File: src/rtl/vga_pkg.sv
// Shared VGA constants and the draw arbiter state encoding.
// The screen limits are sized to the coordinate buses so that comparisons against them need no widening.
package vga_pkg;

    localparam int X_W = 8;
    localparam int Y_W = 7;
    localparam int C_W = 3;

    localparam logic [X_W-1:0] X_SCREEN_PIXELS = 8'd160;
    localparam logic [Y_W-1:0] Y_SCREEN_PIXELS = 7'd120;

    typedef logic [1:0] arb_state_t;

    localparam arb_state_t ST_IDLE    = 2'd0;
    localparam arb_state_t ST_OWN     = 2'd1;
    localparam arb_state_t ST_RELEASE = 2'd2;

endpackage

File: src/rtl/rr_pick.sv
// Combinational round-robin selector.
// Returns the first set request at or after ptr, wrapping modulo NUM_REQ, as a one-hot winner.
module rr_pick
    import vga_pkg::*;
#(
    parameter int NUM_REQ = 4,
    parameter int PW      = 2
) (
    input  logic [NUM_REQ-1:0] req,
    input  logic [PW-1:0]      ptr,
    output logic [NUM_REQ-1:0] win,
    output logic               valid
);

    logic [PW:0]   sum;
    logic [PW-1:0] idx;
    logic          found;

    always_comb begin
        win   = '0;
        found = 1'b0;
        sum   = '0;
        idx   = '0;
        for (int i = 0; i < NUM_REQ; i++) begin
            sum = {1'b0, ptr} + (PW+1)'(i);
            idx = (sum >= (PW+1)'(NUM_REQ)) ? PW'(sum - (PW+1)'(NUM_REQ)) : sum[PW-1:0];
            if (!found && req[idx]) begin
                win[idx] = 1'b1;
                found    = 1'b1;
            end
        end
    end

    assign valid = |req;

endmodule

File: src/rtl/draw_arbiter.sv
// Shares the VGA pixel port among sprite drawers: round-robin grant, registered pixel path,
// and a hold limit that forcibly revokes a grant from a drawer that never signals done.
module draw_arbiter
    import vga_pkg::*;
#(
    parameter int NUM_REQ  = 4,
    parameter int HOLD_MAX = 4096
) (
    input  logic                 clk,
    input  logic                 reset,
    input  logic [NUM_REQ-1:0]   req,
    input  logic [8*NUM_REQ-1:0] req_x,
    input  logic [7*NUM_REQ-1:0] req_y,
    input  logic [3*NUM_REQ-1:0] req_colour,
    input  logic [NUM_REQ-1:0]   req_plot,
    input  logic [NUM_REQ-1:0]   req_done,
    output logic [NUM_REQ-1:0]   grant,
    output logic [7:0]           xout,
    output logic [6:0]           yout,
    output logic [2:0]           colour_out,
    output logic                 plot_out,
    output logic                 busy,
    output logic                 timeout,
    output logic [1:0]           state_dbg
);

    localparam int PW = (NUM_REQ > 1) ? $clog2(NUM_REQ) : 1;
    localparam int CW = (HOLD_MAX > 1) ? $clog2(HOLD_MAX) : 1;

    arb_state_t         state_q, state_d;
    logic [NUM_REQ-1:0] grant_q, grant_d;
    logic [PW-1:0]      gidx_q, gidx_d;
    logic [PW-1:0]      ptr_q, ptr_d;
    logic [CW-1:0]      cnt_q, cnt_d;
    logic [X_W-1:0]     x_q, x_d;
    logic [Y_W-1:0]     y_q, y_d;
    logic [C_W-1:0]     c_q, c_d;
    logic               plot_q, plot_d;
    logic               timeout_q, timeout_d;

    logic [NUM_REQ-1:0] pick_win;
    logic               pick_valid;
    logic [PW-1:0]      win_idx;
    logic [PW-1:0]      next_ptr;
    logic [X_W-1:0]     sel_x;
    logic [Y_W-1:0]     sel_y;
    logic [C_W-1:0]     sel_c;
    logic               sel_plot;
    logic               rel;
    logic               hold_hit;

    rr_pick #(.NUM_REQ(NUM_REQ), .PW(PW)) u_rr_pick (
        .req   (req),
        .ptr   (ptr_q),
        .win   (pick_win),
        .valid (pick_valid)
    );

    always_comb begin
        win_idx = '0;
        for (int i = 0; i < NUM_REQ; i++) begin
            if (pick_win[i]) win_idx = PW'(i);
        end
    end

    // Only the owner's slice is ever routed; other requesters cannot reach the outputs.
    always_comb begin
        sel_x    = '0;
        sel_y    = '0;
        sel_c    = '0;
        sel_plot = 1'b0;
        for (int i = 0; i < NUM_REQ; i++) begin
            if (gidx_q == PW'(i)) begin
                sel_x    = req_x[8*i +: 8];
                sel_y    = req_y[7*i +: 7];
                sel_c    = req_colour[3*i +: 3];
                sel_plot = req_plot[i];
            end
        end
    end

    assign next_ptr = (gidx_q == PW'(NUM_REQ-1)) ? '0 : gidx_q + 1'b1;

    always_comb begin
        state_d   = state_q;
        grant_d   = grant_q;
        gidx_d    = gidx_q;
        ptr_d     = ptr_q;
        cnt_d     = cnt_q;
        x_d       = x_q;
        y_d       = y_q;
        c_d       = c_q;
        plot_d    = 1'b0;
        timeout_d = 1'b0;
        rel       = 1'b0;
        hold_hit  = 1'b0;
        case (state_q)
            ST_IDLE: begin
                if (pick_valid) begin
                    state_d = ST_OWN;
                    grant_d = pick_win;
                    gidx_d  = win_idx;
                    cnt_d   = '0;
                end
            end
            ST_OWN: begin
                x_d      = sel_x;
                y_d      = sel_y;
                c_d      = sel_c;
                rel      = req_done[gidx_q] || !req[gidx_q];
                hold_hit = (cnt_q == CW'(HOLD_MAX-1));
                if (rel || hold_hit) begin
                    // A normal release wins over a simultaneous hold-limit hit.
                    state_d   = ST_RELEASE;
                    grant_d   = '0;
                    ptr_d     = next_ptr;
                    timeout_d = !rel;
                end else begin
                    cnt_d  = cnt_q + 1'b1;
                    plot_d = sel_plot && (sel_x < X_SCREEN_PIXELS) && (sel_y < Y_SCREEN_PIXELS);
                end
            end
            ST_RELEASE: begin
                state_d = ST_IDLE;
            end
            default: begin
                state_d = ST_IDLE;
                grant_d = '0;
            end
        endcase
    end

    always_ff @(posedge clk) begin
        if (!reset) begin
            state_q   <= ST_IDLE;
            grant_q   <= '0;
            gidx_q    <= '0;
            ptr_q     <= '0;
            cnt_q     <= '0;
            x_q       <= '0;
            y_q       <= '0;
            c_q       <= '0;
            plot_q    <= 1'b0;
            timeout_q <= 1'b0;
        end else begin
            state_q   <= state_d;
            grant_q   <= grant_d;
            gidx_q    <= gidx_d;
            ptr_q     <= ptr_d;
            cnt_q     <= cnt_d;
            x_q       <= x_d;
            y_q       <= y_d;
            c_q       <= c_d;
            plot_q    <= plot_d;
            timeout_q <= timeout_d;
        end
    end

    assign grant      = grant_q;
    assign xout       = x_q;
    assign yout       = y_q;
    assign colour_out = c_q;
    assign plot_out   = plot_q;
    assign busy       = (state_q != ST_IDLE);
    assign timeout    = timeout_q;
    assign state_dbg  = state_q;

endmodule

File: config.mk
export PLATFORM = sky130hd
export DESIGN_NAME = draw_arbiter
export DESIGN_NICKNAME = d
export VERILOG_FILES = /design/src/rtl/vga_pkg.sv /design/src/rtl/rr_pick.sv /design/src/rtl/draw_arbiter.sv
export SDC_FILE = /design/constraint.sdc
export NUM_CORES = 1
export LEC_CHECK = 0
export ABC_AREA = 1
export BUFFER_PORTS_ARGS = -buffer_cell sky130_fd_sc_hd__buf_4
export CORE_MARGIN = 4
export CORE_UTILIZATION = 35
export CTS_CLUSTER_DIAMETER = 80
export CTS_CLUSTER_SIZE = 40
export DETAILED_ROUTE_END_ITERATION = 8
export PLACE_DENSITY = 0.62
export SYNTH_ARGS = -nofsm -noshare
export SYNTH_HDL_FRONTEND = slang
export SYNTH_SLANG_ARGS = --single-unit
export TNS_END_PERCENT = 5
File: constraint.sdc
create_clock -name clk -period 5.8 [get_ports clk]
set_input_delay 0.87 -clock clk [delete_from_list [all_inputs] [get_ports clk]]
set_output_delay 0.87 -clock clk [all_outputs]
set_load 0.02 [all_outputs]
== Word level (Yosys, flattened, before mapping) ==
Index checks and enable logic that the tools add are counted.

* Add/sub/neg operators: 9
* Magnitude comparators: 15
* Equality and inequality tests: 9
* Mux-type cells: 60
* Bitwise logic cells: 6
* Reduce and logical (&&, ||, !) cells: 28

{| class="wikitable"
|+ Operator list
! kind !! count
|-
| $mux W8 || 4
|-
| $mux W7 || 4
|-
| $mux W12 || 2
|-
| $mux W4 || 6
|-
| $pmux W12 S2 || 1
|-
| $mux W1 || 18
|-
| $mux W2 || 9
|-
| $lt A2 B3 Y1 const B || 5
|-
| $add A12 B1 Y12 const B || 1
|-
| $bmux W1 S2 || 6
|-
| $eq A12 B12 Y1 const B || 1
|-
| $mux W3 || 4
|-
| $or A4 B4 Y4 || 3
|-
| $pmux W4 S3 || 1
|-
| $ge A3 B3 Y1 const B || 3
|-
| $logic_and A1 B1 Y1 || 9
|-
| $reduce_and A3 Y1 || 3
|-
| $demux W1 S2 || 4
|-
| $ge A2 B1 Y1 const B || 4
|-
| $lt A8 B8 Y1 const B || 1
|-
| $sub A2 B1 Y2 const B || 4
|-
| $lt A7 B7 Y1 const B || 1
|-
| $add A2 B2 Y3 const B || 2
|-
| $eq A2 B2 Y1 const B || 3
|-
| 14 further kinds || 28
|}

* Flip-flop bits (word level): 42
* Input bits: 86
* Output and inout bits: 27
* Logic and storage cells: 137

== Longest topological paths before layout ==
Gate-level depths: netlist of the first run.

* Word-level depth: 17
* Mapped depth: 14
* Depth with buffers taken out: 13

== Modules after synthesis ==
From an unflattened synthesis of the first run, not the netlist that was laid out.

* Cells, all modules: 465
* Area, all modules: 3011.6 µm²

{| class="wikitable"
|+ Modules (own cells, without submodules)
! module !! instances !! cells an instance !! area an instance (µm²) !! seq. area each (µm²)
|-
| draw_arbiter || 1 || 391 || 2608.8 || 840.8
|-
| rr_pick || 1 || 74 || 402.9 || 0.0
|}

== Least setup slack after synthesis of the first run ==
OpenSTA, ideal clock, no wires.

* Path kind: input to register
* Start: input req_done[2]
* End: register cnt_q[1]
* Library setup time: 0.070 ns
* Data arrival time: 1.749 ns
* Data required time: 5.730 ns
* Slack: 3.980 ns
* Stages: 9
* Buffers on the path: 1
* Path through: nand3b_1 > o211ai_1 > nand2_1 > inv_2 > nand3_4 > nand2_4 > buf_6 > nand3_1 > a21oi_1

* Word-level cells in the longest chain between the ends: 6

{| class="wikitable"
|+ RTL lines
! item !! line !! text
|-
| start: declaration || draw_arbiter.sv:16 || <nowiki>input logic [NUM_REQ-1:0] req_done,</nowiki>
|-
| $bmux W1 S2 || draw_arbiter.sv:110 || <nowiki>rel = req_done[gidx_q] || !req[gidx_q];</nowiki>
|-
| $mux W1 (not written as such) || draw_arbiter.sv:110 ||
|-
| $logic_or A1 B1 Y1 || draw_arbiter.sv:110 ||
|-
| $logic_or A1 B1 Y1 || draw_arbiter.sv:112 || <nowiki>if (rel || hold_hit) begin</nowiki>
|-
| $ne A2 B2 Y1 (no source line) || - ||
|-
| $reduce_and A3 Y1 (no source line) || - ||
|-
| end signal: assignment || draw_arbiter.sv:150 || <nowiki>cnt_q <= cnt_d;</nowiki>
|-
| end: declaration || draw_arbiter.sv:34 || <nowiki>logic [CW-1:0] cnt_q, cnt_d;</nowiki>
|}

No other way between the ends. The select of a mux whose other input is x is not followed.
A chain may end at the register's enable or synchronous reset.

== Final worst setup path of the first run ==
* Start: register gidx_q[1]
* End: register plot_q, in the netlist plot_out

* Word-level cells in the longest chain between the ends: 8
* Elaborated cells between the ends (all ways): 28
* Those cells by class: order compare (2); eq/ne (3); mux (16); reduce/logical (7)

{| class="wikitable"
|+ RTL lines
! item !! line !! text
|-
| start: declaration || draw_arbiter.sv:32 || <nowiki>logic [PW-1:0] gidx_q, gidx_d;</nowiki>
|-
| start signal: assignment || draw_arbiter.sv:148 || <nowiki>gidx_q <= gidx_d;</nowiki>
|-
| $logic_not A2 Y1 || draw_arbiter.sv:73 || <nowiki>if (gidx_q == PW'(i)) begin</nowiki>
|-
| $mux W8 (4 in a row) || draw_arbiter.sv:73 ||
|-
| $lt A8 B8 Y1 || draw_arbiter.sv:120 || <nowiki>plot_d = sel_plot && (sel_x < X_SCREEN_PIXELS) && (sel_y < Y_SCREEN_PIXELS);</nowiki>
|-
| $logic_and A1 B1 Y1 (2 in a row) || draw_arbiter.sv:120 ||
|-
| end signal: assignment || draw_arbiter.sv:154 || <nowiki>plot_q <= plot_d;</nowiki>
|-
| end: declaration || draw_arbiter.sv:38 || <nowiki>logic plot_q, plot_d;</nowiki>
|}

Several ways; a longest one is shown, not always the timed one. The select of a mux whose other input is x is not followed.

==> results of run 1 <==
[cells in the mapped netlist (4+ instances only)]
library cell	number	area share, %
inv_1	32	4.3
nor2_2	4	0.89
ha_1	11	4.9
o211ai_1	14	3.8
nor2_1	39	5.2
a22oi_1	5	1.3
o21ai_0	28	5.0
nor3_1	4	0.71
a21oi_1	45	8.0
nand2_4	4	1.6
a221o_1	11	3.9
dfxtp_1	42	30
clkbuf_1	11	1.5
buf_2	4	0.71
nand2_1	94	13
nand3_1	27	4.8
xor2_1	4	1.3
[cell families (layout without fill, tap and decap cells)]
family / count (synthesis) / count (layout) / synth area share, %
xor+xnor: 4 / 4 / 1.25
simple gates: 187 / 187 / 31.2
buf+inv: 57 / 159 / 8.49
fa+ha+maj: 11 / 11 / 4.92
flops: 42 / 42 / 30.0
compound gates: 110 / 110 / 24.1
[per-layer routing]
metal  vias to the layer above  GRT usage [%]
met3                        10           5.67
met4                         0           4.26
met1                      1391           21.7
li1                       1588              -
met2                       111           31.4
met5                         -              0
[report_power, final]
| group | internal, mW | total (mW) | switching (mW) |
|---|---|---|---|
| clock | 0.0871 | 0.203 | 0.116 |
| sequential | 0.349 | 0.401 | 0.0511 |
| combinational | 0.320 | 0.807 | 0.486 |
[layout make-up]
type	count	area (um^2)	share of cell area [%]
flip-flops and latches	42	841	22.3
clock buffers	5	68.8	1.82
repair buffers	113	848	22.5
well taps	102	128	3.38
clock inverters	3	25.0	0.662
multi-input cells	312	1720	45.6
inverters	38	146	3.87
[worst max-delay path, stage by stage, from the launching register on]
cell and delay [ns]:
dfxtp_1 0.40, inv_1 0.11, ha_1 0.45, nor2_2 0.71
nand2_1 0.11, nand2_1 0.08, o21ai_0 0.07, o21ai_0 0.23
nand2_1 0.08, nor3b_1 0.21, nor2_1 0.07
[through the flow]
stage / util, % / area (um^2)
after global placement: 47.4 / 3680
after floorplan: - / 2800
after CTS: 48.6 / 3780
after global routing: 48.6 / 3780
final: 48.6 / 3780
after detailed placement: 47.4 / 3680
[worst paths after layout]
kind              slack [ns]        to
setup / recovery        3.18  plot_out
hold / removal          0.47  grant[2]
setup reg to reg        3.18  plot_out
hold reg to reg         0.47  grant[2]
[registers in the layout, indices dropped and copies added (netlist names)]
register    flops
timeout         1
grant           4
colour_out      3
ptr_q           2
plot_out        1
xout            8
yout            7
state_dbg       2
gidx_q          2
cnt_q          12
==> impl_metrics.env, run 1 <==
export IMPL_status="completed"
export IMPL_dp_slack_ns=3.21
export IMPL_max_vdd_ir_drop_v=0.000179
export IMPL_maxCapViolCount=0
export IMPL_grt_pass1_wl_um=14300
export IMPL_worst_pin_slew_ns=0.789
export IMPL_grt_max_degree=26
export IMPL_diodes=0
export IMPL_clock_path_buffers=2
export IMPL_syn2layout_area_growth_pct=34.9
export IMPL_crit_start="gidx_q[1]"
export IMPL_route_met3_wl_um=766
export IMPL_fin_skew_ns=0.0120
export IMPL_num_rows=32
export IMPL_htreeDepth=2
export IMPL_maxSlewViolCount=0
export IMPL_setup_slack_ns=3.18
export IMPL_syn_instance_count=411
export IMPL_cp_data_arrival_time_ns=2.82
export IMPL_ys_warn_count=0
export IMPL_drt_met1_wl_um=3750
export IMPL_ys_seq_area_share_pct=30.0
export IMPL_firstDrtPassIters=4
export IMPL_hold_path_cell_count=2
export IMPL_clkSinkCount=42
export IMPL_cp_end_kind="register"
export IMPL_core_area_um2=7770
export IMPL_critPathKind="reg -> reg"
export IMPL_mostFrequentLayoutCell="buf_4"
export IMPL_top_layer="met4"
export IMPL_critPathMaxFanout=20
export IMPL_holdWs_ns=0.473
export IMPL_die_h_um=97.4
export IMPL_leakagePower_nw=1.78
export IMPL_yosys_most_used_dff="dfxtp_1"
export IMPL_post_route_period_util_pct=45.1
export IMPL_wl_per_cell_um=14.3
export IMPL_cts_tree="built"
export IMPL_die_area_um2=9500
export IMPL_tns_ns=0
export IMPL_gp_congestion=0.865
export IMPL_drc_errors=0
export IMPL_clkLatencyLatePin_ns=0.31
export IMPL_overflow=0
export IMPL_cts_root_buf="clkbuf_8"
export IMPL_port_buffers=112
export IMPL_routed_via_count=3100
export IMPL_p_total_mw=1.41
export IMPL_synth_nets=508
export IMPL_synth_edff_count=0
export IMPL_antenna_found_initial=0
export IMPL_layout_nets=609
export IMPL_r2r_worst_path_cells=10
export IMPL_synth_cell_types=34
export IMPL_hold_start="grant[2]"
export IMPL_critPathRequiredTime_ns=6.01
export IMPL_finalWorstPathRequiredPeriod_ns=2.62
export IMPL_dp_hpwl_um=6840
export IMPL_vias_per_cell=5.04
export IMPL_route_met2_wl_um=4190
export IMPL_rsz0062_at_grt="false"
export IMPL_grt_usage_pct=18.0
export IMPL_die_w_um=97.4
export IMPL_relSlewSlack_pct=47.4
export IMPL_final_cell_mix="buf_4, nand2_1, a21oi_1, dfxtp_1, nor2_1"
export IMPL_drive_above_1_share_pct=28.5
export IMPL_place_inst=607
export IMPL_post_cts_buffers=0
export IMPL_avgSynthCellArea_um2=6.81
export IMPL_cts_clk_slew_worst_paths_ns=0.10
export IMPL_final_instance_count_excl_fill=615
export IMPL_io_pins=113
export IMPL_fill_cells=795
export IMPL_synthArstFlopShare_pct=0
export IMPL_ant_nets=0
export IMPL_cts_hold_buffers=0
export IMPL_numCtsBuffers=5
export IMPL_synthesis_area_um2=2800
export IMPL_timing_rr_start="gidx_q[1]"
export IMPL_grt_pass1_vias=3096
export IMPL_p_per_area_nw_per_um2=373
export IMPL_start_util_pct=36.1
export IMPL_cp_start_kind="register"
export IMPL_setup_violations_final=0
export IMPL_drt_iter0_markers=104
export IMPL_min_path_type="reg -> reg"
export IMPL_fmax_mhz=382
export IMPL_cts_resized=0
export IMPL_finalWirelength_um=8820
export IMPL_ys_seq_elements=42
export IMPL_timing_hold_violations_final=0
Note: power is estimated with default switching activity, not from simulation.
==> inputs of run 2 (changes only) <==
PLACE_DENSITY = 0.64   (was 0.62)
clock period = 2.3 ns   (was 5.8 ns; I/O delays follow)
==> run 2 against run 1 <==
Combinational power grew to 2.6 times the previous value. Sequential power increased by 150%. Total power rose to 2.6 times the previous value. Non-clock buffer count increased by 7. Via count increased by 1.6%. Sequential share of layout area shrank 0.28 points. Largest power group unchanged. Clock skew decreased by 0.0063 ns. Register-to-register slack lost 2.8 ns. Global-route usage decreased by 0.52 points.
==> impl_metrics.env, run 2 (synthesis results as in run 1) <==
export IMPL_finalWorstPathRequiredPeriod_ns=1.96
export IMPL_grt_pass1_vias=3095
export IMPL_status="completed"
export IMPL_r2r_worst_path_cells=9
export IMPL_overflow=0
export IMPL_fmax_mhz=509
export IMPL_clkLatencyLatePin_ns=0.30
export IMPL_p_per_area_nw_per_um2=942
export IMPL_firstDrtPassIters=4
export IMPL_mostFrequentLayoutCell="buf_4"
export IMPL_grt_max_degree=22
export IMPL_maxSlewViolCount=0
export IMPL_ant_nets=0
export IMPL_cts_hold_buffers=0
export IMPL_clkSinkCount=42
export IMPL_rsz0062_at_grt="false"
export IMPL_fill_cells=809
export IMPL_port_buffers=112
export IMPL_leakagePower_nw=1.81
export IMPL_cp_start_kind="register"
export IMPL_drc_errors=0
export IMPL_cp_end_kind="register"
export IMPL_largest_register="cnt_q"
export IMPL_p_total_mw=3.61
export IMPL_max_vdd_ir_drop_v=0.000394
export IMPL_die_h_um=97.4
export IMPL_wl_per_cell_um=13.8
export IMPL_r2r_end="yout[6]"
export IMPL_vias_per_cell=5.06
export IMPL_hold_path_cell_count=3
export IMPL_reg2reg_slack_ns=0.34
export IMPL_io_pins=113
export IMPL_placed_cell_area_um2=3740
export IMPL_relSlewSlack_pct=55.5
export IMPL_syn2layout_area_growth_pct=36.9
export IMPL_tns_ns=0
export IMPL_worst_pin_slew_ns=0.667
export IMPL_holdWs_ns=0.323
export IMPL_cts_tree="built"
export IMPL_num_rows=32
export IMPL_finalWirelength_um=8590
export IMPL_numCtsBuffers=5
export IMPL_timing_hold_violations_final=0
export IMPL_grt_usage_pct=17.5
export IMPL_drt_iter0_markers=163
export IMPL_fin_util_pct=49.3
export IMPL_clock_path_buffers=2
export IMPL_critPathKind="reg -> reg"
export IMPL_design_area_um2=3830
export IMPL_start_util_pct=36.1
export IMPL_cts_clk_slew_worst_paths_ns=0.09
export IMPL_diodes=0
export IMPL_routed_via_count=3149
export IMPL_maxCapViolCount=0
export IMPL_post_route_period_util_pct=85.4
export IMPL_die_w_um=97.4
export IMPL_layout_nets=616
export IMPL_cp_data_arrival_time_ns=2.17
export IMPL_core_area_um2=7770
export IMPL_drive_above_1_share_pct=29.6
export IMPL_final_cell_mix="buf_4, nand2_1, a21oi_1, dfxtp_1, nor2_1"
export IMPL_critPathRequiredTime_ns=2.50
export IMPL_largest_register_ffs=12
export IMPL_min_path_type="in -> reg"
export IMPL_antenna_found_initial=0
export IMPL_setup_violations_final=0
export IMPL_critPathMaxFanout=12
export IMPL_fin_skew_ns=0.00575
export IMPL_dp_hpwl_um=6850
export IMPL_gp_congestion=0.818
export IMPL_cts_resized=0
export IMPL_post_cts_buffers=0
export IMPL_die_area_um2=9500
export IMPL_cts_root_buf="clkbuf_8"
export IMPL_hold_start="req_x[24]"
export IMPL_timing_rr_start="gidx_q[0]"
export IMPL_hold_end="xout[0]"
export IMPL_grt_pass1_wl_um=13900
export IMPL_htreeDepth=2
-- run 2: changes by cell type in the layout (fill, tap and decap cells not counted) --
| cell | before | now |
|---|---|---|
| dfxtp_2 | 0 | 1 |
| buf_4 | 113 | 120 |
| dfxtp_1 | 42 | 41 |
-- run 2: metrics by stage --
step           cells  setup slack, ns
6_report         622            0.337
4_1_cts          622            0.239
3_3_place_gp     614            0.342
5_1_grt          622           0.0785
2_1_floorplan    411            0.489
3_5_place_dp     614            0.270
-- run 2: worst max path at each step --
stage,start,endpoint,slack (ns),depth (start not counted)
6_report,gidx_q[0],yout[6],0.34,9
3_3_place_gp,ptr_q[1],gidx_q[1],0.34,13
4_1_cts,ptr_q[1],gidx_q[1],0.24,13
5_1_grt,gidx_q[1],plot_out,0.08,10
2_1_floorplan,ptr_q[1],gidx_q[1],0.49,13
3_5_place_dp,ptr_q[1],gidx_q[1],0.27,13
-- run 2: layer usage --
| layer | track usage (%) | part of all wire [%] | up-vias | wire length [um] |
|---|---|---|---|---|
| li1 | - | - | 1604 | - |
| met1 | 20.1 | 42 | 1430 | 3580 |
| met2 | 30.9 | 48 | 104 | 4160 |
| met3 | 6.17 | 8.5 | 11 | 734 |
| met4 | 4.47 | 1.4 | 0 | 116 |
| met5 | 0 | 0 | - | 0 |
-- run 2: final cells by class --
cell class | count | area, um^2 | area share [%]
clock inverter | 3 | 25.0 | 0.653
multi-input combinational | 312 | 1720 | 44.9
inverter | 38 | 146 | 3.82
tap | 102 | 128 | 3.33
sequential | 42 | 842 | 22.0
timing repair buffer | 120 | 901 | 23.5
clock buffer | 5 | 68.8 | 1.80
-- run 2: critical path, cell delays in order, from the launching register on --
cell and delay, ns:
dfxtp_1 0.45, inv_2 0.10, ha_1 0.23, inv_1 0.29, buf_4 0.26, nand2_1 0.07
a22oi_1 0.24, nand2_1 0.08, o211ai_1 0.09, inv_1 0.05
-- run 2: power by group --
group	internal [mW]	switching (mW)
Combinational	0.851	1.25
Sequential	0.883	0.114
Clock	0.219	0.292
==> inputs of run 3 (changes only) <==
RECOVER_POWER = 100   (was unset)
==> run 3 against run 2 <==
Global-route usage is the same. Cell count stayed put. Critical endpoint is now colour_out[0]. Clock power about the same. Via count down 0.54%. Maximum frequency decreased by 3.7%. Clock-buffer cell count did not move. Non-clock buffer count stayed put. Largest cell class unchanged.
==> impl_metrics.env, run 3 (synthesis results as in run 1) <==
export IMPL_status="completed"
export IMPL_fin_skew_ns=0.00478
export IMPL_maxSlewViolCount=0
export IMPL_holdWs_ns=0.326
export IMPL_firstDrtPassIters=4
export IMPL_cp_data_arrival_time_ns=2.27
export IMPL_top_layer="met4"
export IMPL_grt_pass1_wl_um=13900
export IMPL_critPathMaxFanout=11
export IMPL_tns_ns=0
export IMPL_gp_congestion=0.818
export IMPL_critPathRequiredTime_ns=2.53
export IMPL_rsz0062_at_grt="false"
export IMPL_post_cts_buffers=0
export IMPL_vias_per_cell=5.04
export IMPL_antenna_found_initial=0
export IMPL_grt_max_degree=22
export IMPL_io_pins=113
export IMPL_port_buffers=112
export IMPL_die_h_um=97.4
export IMPL_pwr_share_clk_pct=14.6
export IMPL_finalWirelength_um=8590
export IMPL_clkLatencyLatePin_ns=0.30
export IMPL_drc_errors=0
export IMPL_mostFrequentLayoutCell="nand2_1"
export IMPL_relSlewSlack_pct=55.8
export IMPL_die_w_um=97.4
export IMPL_swShare_pct=47.3
export IMPL_route_met3_wl_um=736
export IMPL_min_path_type="in -> reg"
export IMPL_critPathKind="reg -> reg"
export IMPL_drt_iter0_markers=150
export IMPL_dp_hpwl_um=6850
export IMPL_cts_clk_slew_worst_paths_ns=0.09
export IMPL_final_instance_count_excl_fill=622
export IMPL_drive_above_1_share_pct=23.5
export IMPL_max_vdd_ir_drop_v=0.000357
export IMPL_start_util_pct=36.1
export IMPL_pwr_share_comb_pct=56.9
export IMPL_die_area_um2=9500
export IMPL_cts_tree="built"
export IMPL_setup_slack_ns=0.261
export IMPL_cp_start_kind="register"
export IMPL_syn2layout_area_growth_pct=32.7
export IMPL_p_per_area_nw_per_um2=936
export IMPL_dp_slack_ns=0.270
export IMPL_largest_register="cnt_q"
export IMPL_clkSinkCount=42
export IMPL_core_area_um2=7770
export IMPL_place_inst=614
export IMPL_routed_via_count=3132
export IMPL_wl_per_cell_um=13.8
export IMPL_seq_power_share_pct=28.5
export IMPL_drt_met1_wl_um=3540
export IMPL_timing_hold_violations_final=0
export IMPL_placed_cell_area_um2=3740
export IMPL_switchingPower_mw=1.64
export IMPL_fmax_mhz=490
export IMPL_p_total_mw=3.48
export IMPL_ant_nets=0
export IMPL_leakagePower_nw=1.69
export IMPL_design_area_um2=3720
export IMPL_cts_root_buf="clkbuf_8"
export IMPL_final_cell_mix="nand2_1, buf_4, a21oi_1, dfxtp_1, nor2_1"
export IMPL_diodes=0
export IMPL_post_route_period_util_pct=88.7
export IMPL_route_met2_wl_um=4190
export IMPL_overflow=0
export IMPL_maxCapViolCount=0
export IMPL_numCtsBuffers=5
export IMPL_reg2reg_slack_ns=0.26
export IMPL_layout_nets=616
export IMPL_worst_pin_slew_ns=0.662
export IMPL_grt_pass1_vias=3095
export IMPL_num_rows=32
export IMPL_finalWorstPathRequiredPeriod_ns=2.04
export IMPL_clock_path_buffers=2
export IMPL_largest_register_ffs=12
export IMPL_setup_violations_final=0
export IMPL_htreeDepth=2
export IMPL_grt_usage_pct=17.5
export IMPL_intPower_mw=1.84
export IMPL_fin_util_pct=47.8
export IMPL_cp_end_kind="register"
## run 3: critical path: stages, from the launching register on
cell	delay [ns]
dfxtp_1	0.37
inv_1	0.17
ha_1	0.18
inv_1	0.05
nor2_2	0.29
clkbuf_1	0.44
a221o_1	0.23
o211ai_1	0.09
a21oi_1	0.15
## run 3: cell type report
cell class | instances | area [um^2]
timing repair buffer | 120 | 796
multi-input combinational | 312 | 1710
sequential | 42 | 842
inverter | 38 | 146
clock buffer | 5 | 68.8
tap | 102 | 128
fill | 830 | 4050
clock inverter | 3 | 25.0
## run 3: metal layers
metal	global-route usage [%]	vias to the layer above
met5	0	-
li1	-	1603
met1	20.1	1413
met2	30.9	105
met3	6.17	11
met4	4.47	0
## run 3: power groups by stage
| stage | Combinational [mW] | Clock [mW] | Sequential [mW] |
|---|---|---|---|
| finish | 1.98 | 0.509 | 0.992 |
| global route | 2.23 | 0.545 | 1.02 |
| CTS | 2.12 | 0.519 | 0.995 |
| detailed placement | 2.12 | 0 | 1.01 |
| global placement | 2.10 | 0 | 1.00 |
| floorplan | 1.31 | 0 | 1.14 |
## run 3: timing repair
action / in CTS / in global routing
hold buffers: 0 / 0
resized for setup: 0 / 1
endpoints found under the setup margin: 0 / 2
## run 3: worst paths after layout
check,from,endpoint,cells past startpoint
worst max-delay path,gidx_q[0],colour_out[0],8
worst max register to register,gidx_q[0],colour_out[0],8
worst min register to register,grant[3],grant[3],2
worst min-delay path,req_x[24],xout[0],3
